**config.mk**
```make
export PLATFORM = sky130hd
export DESIGN_NAME = char_mem_sequencer
export DESIGN_NICKNAME = d
export VERILOG_FILES = /design/src/rtl/char_mem_sequencer.sv
export SDC_FILE = /design/constraint.sdc
export NUM_CORES = 1
export LEC_CHECK = 0
export CAP_MARGIN = 20
export CORE_ASPECT_RATIO = 1.75
export CORE_UTILIZATION = 54
export CTS_CLUSTER_DIAMETER = 40
export CTS_CLUSTER_SIZE = 8
export DETAILED_ROUTE_END_ITERATION = 10
export PLACE_DENSITY_LB_ADDON = 0.25
export SLEW_MARGIN = 20
export SYNTH_ARGS = -nofsm -noshare
export SYNTH_HDL_FRONTEND = slang
export SYNTH_SLANG_ARGS = --single-unit
export TNS_END_PERCENT = 100
```
**constraint.sdc**
```tcl
create_clock -name clk -period 5.5 [get_ports clk]
set_clock_uncertainty 0.05 [all_clocks]
set_input_delay 1.1 -clock clk [delete_from_list [all_inputs] [get_ports clk]]
set_output_delay 1.1 -clock clk [all_outputs]
set_load 0.03 [all_outputs]
```
**src/rtl/char_mem_sequencer.sv**
```systemverilog
// Owns the single port of the character memory: arbitrates single-character
// writes against bulk clear/scroll operations and drives the memory port.
module char_mem_sequencer #(
  parameter int unsigned COLS      = 64,
  parameter int unsigned ROWS      = 16,
  parameter logic [7:0]  FILL_CHAR = 8'h20,
  localparam int unsigned XW = $clog2(COLS),
  localparam int unsigned YW = $clog2(ROWS),
  localparam int unsigned AW = XW + YW
) (
  input  logic          clk,
  input  logic          clr_n,
  input  logic          wr_req,
  input  logic [AW-1:0] wr_addr,
  input  logic [7:0]    wr_data,
  output logic          wr_ready,
  input  logic          cmd_valid,
  input  logic [1:0]    cmd_op,
  input  logic [XW-1:0] cmd_x,
  input  logic [YW-1:0] cmd_y,
  output logic          cmd_ready,
  output logic          busy,
  output logic          done,
  output logic [AW-1:0] mem_addr,
  output logic [7:0]    mem_wdata,
  output logic          mem_wen,
  input  logic [7:0]    mem_rdata
);

  typedef enum logic [1:0] {
    IDLE,
    FILL,
    SCR_RD,
    SCR_WR
  } state_t;

  localparam logic [AW-1:0] LAST_ADDR = '1;
  localparam logic [AW-1:0] SCR_LAST  = AW'((ROWS - 1) * COLS - 1);
  localparam logic [AW-1:0] ROW_STEP  = AW'(COLS);

  state_t        state;
  logic [AW-1:0] counter;
  logic [AW-1:0] end_addr;
  logic [AW-1:0] cmd_start;
  logic [AW-1:0] cmd_end;

  assign wr_ready  = (state == IDLE);
  assign cmd_ready = (state == IDLE) && !wr_req;

  always_comb begin
    cmd_start = '0;
    cmd_end   = LAST_ADDR;
    case (cmd_op)
      2'd1: begin
        cmd_start = {cmd_y, cmd_x};
        cmd_end   = {cmd_y, {XW{1'b1}}};
      end
      2'd2: cmd_start = {cmd_y, cmd_x};
      default: ;
    endcase
  end

  // Outputs are loaded on the edge that enters a state, so each state's
  // memory access is visible during the cycle the FSM sits in it.
  always_ff @(posedge clk or negedge clr_n) begin
    if (!clr_n) begin
      state     <= IDLE;
      counter   <= '0;
      end_addr  <= '0;
      mem_addr  <= '0;
      mem_wdata <= '0;
      mem_wen   <= 1'b0;
      busy      <= 1'b0;
      done      <= 1'b0;
    end else begin
      done <= 1'b0;
      case (state)
        IDLE: begin
          mem_wen <= 1'b0;
          if (wr_req) begin
            mem_addr  <= wr_addr;
            mem_wdata <= wr_data;
            mem_wen   <= 1'b1;
          end else if (cmd_valid) begin
            busy <= 1'b1;
            if (cmd_op == 2'd3) begin
              counter  <= '0;
              mem_addr <= ROW_STEP;
              state    <= SCR_RD;
            end else begin
              counter   <= cmd_start;
              end_addr  <= cmd_end;
              mem_addr  <= cmd_start;
              mem_wdata <= FILL_CHAR;
              mem_wen   <= 1'b1;
              state     <= FILL;
            end
          end
        end
        FILL: begin
          // Equality stop keeps an end of the last address from wrapping to 0.
          if (counter == end_addr) begin
            mem_wen <= 1'b0;
            busy    <= 1'b0;
            done    <= 1'b1;
            state   <= IDLE;
          end else begin
            counter  <= counter + 1'b1;
            mem_addr <= counter + 1'b1;
          end
        end
        SCR_RD: begin
          mem_addr  <= counter;
          mem_wdata <= mem_rdata;
          mem_wen   <= 1'b1;
          state     <= SCR_WR;
        end
        SCR_WR: begin
          counter <= counter + 1'b1;
          if (counter == SCR_LAST) begin
            end_addr  <= LAST_ADDR;
            mem_addr  <= counter + 1'b1;
            mem_wdata <= FILL_CHAR;
            state     <= FILL;
          end else begin
            mem_addr <= counter + ROW_STEP + 1'b1;
            mem_wen  <= 1'b0;
            state    <= SCR_RD;
          end
        end
        default: state <= IDLE;
      endcase
    end
  end

endmodule

```
==> flow_summary.yaml <==
run_status:
  run_status: "finished clean"
yosys:
  yosys_warnings: 0
  syn-cell-area_um2: 2690
  ys_async_sr_fraction: 1.00
  seq_area_frac_synth: 0.354
  ys.flop_type: "dfrtp_1"
  synth_edf_count: 0
  syn_inst: 309
  synth_nets: 360
  syn_avg_cell_area_um2: 8.70
  ys_types: 62
  ys_ff_latch: 38
layout:
  antenna_cells: 0
  drive_above_1_share: 0.0950
  final_net_count: 408
  finalNonFillerCells: 410
  area_growth_pct: 26.2
power:
  power_density_nw_per_um2: 597
  p_leak_nw: 1.41
  ir_drop_v: 0.000402
global_route:
  grt_antenna_before_repair: 0
  overflow: 0
  grt_max_degree: 39
  grt_util_all_layers: 0.301
  grt_pass1_wl_um: 12400
  grt_pass1_vias: 2524
detailed_routing:
  detail_route.wl_per_cell_um: 19.0
  ant_nets: 0
  wl_um: 7810
  dr.pass1.iters: 8
  route.detailed.drc: 0
  drt_first_iter_violations: 182
  num_vias: 2700
  avgViaCountPerCell: 6.59
timing:
  finalSetupViolCount: 0
  fmax_ghz: 0.240
  slew_headroom: 0.247
  fin_crit_ns: 4.17
  tightest_slew_ns: 1.13
  setup-tns-final_ns: 0
  finalCritPeriodShare: 0.758
  final_max_slew_viol_count: 0
  hold_viol_final: 0
  rsz0062_at_grt: "no"
critical_path:
  crit_path_start_kind: "primary input"
  slowest_stage: "clkdlybuf4s50_1"
  required_ns: 4.35
  crit_arrival_ns: 3.02
  end_kind: "output port"
  critical_path_class: "primary input to output port"
  crit_top_cell: "clkdlybuf4s50_1"
  crit_path_max_incr_delay_ns: 0.76
  crit_path_cell_trace: "clkdlybuf4s50_1 -> nor2b_1 -> clkdlybuf4s50_1"
  cp_max_fo: 17
die:
  row_count: 33
  die_h_um: 95.3
  dieArea_um2: 5280
  start_util: 0.566
  core_area_um2: 4750
  num_io_pins: 65
  die_w_um: 55.3
place:
  io_buffers: 64
  place_inst: 402
  dp_hpwl_um: 5680
  gp_congestion: 0.989
clocking:
  cts_buffers: 5
  cts_resized: 0
  cts_hold_buf: 0
  cts_tree: "done"
  cts_root_buffer: "clkbuf_8"
  clock_latency_ns: 0.30
  cts_buffer_depth: 2
  cts_setup_buffers: 0
  clk_pin_slew_ns: 0.08
  h-tree-depth: 2
  clock_sinks: 38
run:
  maxCapViolations: 0
min_path:
  hp-class: "flip-flop to flip-flop"
worst max-delay path, delay by kind of cell:
family                 cells  cell delay (ns)
buffers and inverters      2             1.44
and+or+nand+nor            1             0.48
cells in the final DEF, fill, tap and decap left out, types with 4 or more instances in the layout:
master / n
a21oi_1: 29
a22oi_1: 7
a31oi_1: 13
and3_1: 4
clkbuf_8: 5
clkdlybuf4s50_1: 63
dfrtp_1: 38
ha_1: 9
inv_1: 12
mux2_2: 4
mux2_4: 7
nand2_1: 33
nand3_1: 6
nor2_1: 27
o211ai_1: 11
o21ai_0: 11
xor2_1: 4
Yosys cell counts, drive strengths merged (6+ instances only):
cell type / instances / share of area
o211ai: 12 / 0.035
nor2: 27 / 0.038
a21oi: 29 / 0.054
dfrtp: 38 / 0.35
nand3: 6 / 0.011
buf: 7 / 0.018
ha: 9 / 0.042
a22oi: 7 / 0.020
inv: 12 / 0.017
a31oi: 13 / 0.030
o21ai: 11 / 0.020
nand2: 33 / 0.046
mux2: 11 / 0.056
clkbuf: 17 / 0.024
registers in the layout, indices dropped and copies added (netlist names):
| register | cells |
|---|---|
| counter | 10 |
| mem_addr | 10 |
| mem_wdata | 8 |
| end_addr | 5 |
| state | 2 |
| busy | 1 |
| done | 1 |
| mem_wen | 1 |
layer usage:
layer	wire length (um)	vias to the layer above	part of all wire	global-route usage
met1	2740	1272	0.35	0.317
met3	480	31	0.061	0.0421
met4	381	0	0.049	0.148
met5	0	-	0	0
met2	4210	153	0.54	0.578
li1	-	1244	-	-
through the flow:
stage / setup WS [ns] / instance area [um2] / hold WS [ns] / utilization / power, mW
3_3_place_gp: 1.40 / 3280 / 0.442 / 0.692 / 1.75
6_report: 1.33 / 3390 / 0.470 / 0.715 / 2.02
3_5_place_dp: 1.35 / 3280 / 0.447 / 0.692 / 1.78
2_1_floorplan: 2.48 / 2690 / 0.465 / - / 1.40
4_1_cts: 1.35 / 3390 / 0.468 / 0.715 / 2.02
5_1_grt: 1.19 / 3390 / 0.495 / 0.715 / 2.15
final cells by class:
class / count / area (um2)
Clock inverter: 3 / 40.0
Clock buffer: 5 / 68.8
Tap cell: 52 / 65.1
Sequential cell: 38 / 951
Timing Repair Buffer: 65 / 643
Fill cell: 371 / 1360
Multi-Input combinational cell: 234 / 1580
Inverter: 13 / 48.8
cells by family (layout without fill, tap and decap cells):
family          after synthesis  after routing  share of synthesized area
fa+ha+maj                     9              9                     0.0419
compound gates              113            113                      0.292
buf+inv                      37             86                     0.0600
xor+xnor                      5              5                     0.0163
simple gates                 95             95                      0.177
mux                          12             12                     0.0596
flops                        38             38                      0.354
power breakdown:
| group | internal, mW | switching (mW) | total, mW | leakage, nW |
|---|---|---|---|---|
| Clock | 0.133 | 0.104 | 0.238 | 0.0579 |
| Sequential | 0.409 | 0.137 | 0.546 | 0.452 |
| Combinational | 0.540 | 0.701 | 1.24 | 0.903 |
final timing paths:
kind | startpoint | endpoint | slack, ns | cells past startpoint
min reg2reg | mem_wen | mem_wen | 0.47 | 1
min in group asynchronous | clr_n | mem_wdata[6] | 0.86 | 1
min | mem_wen | mem_wen | 0.47 | 1
max reg2reg | state[1] | counter[1] | 2.67 | 8
max in group asynchronous | clr_n | mem_addr[0] | 4.01 | 1
max | wr_req | cmd_ready | 1.33 | 3
Power figures use the tool's default switching activity.
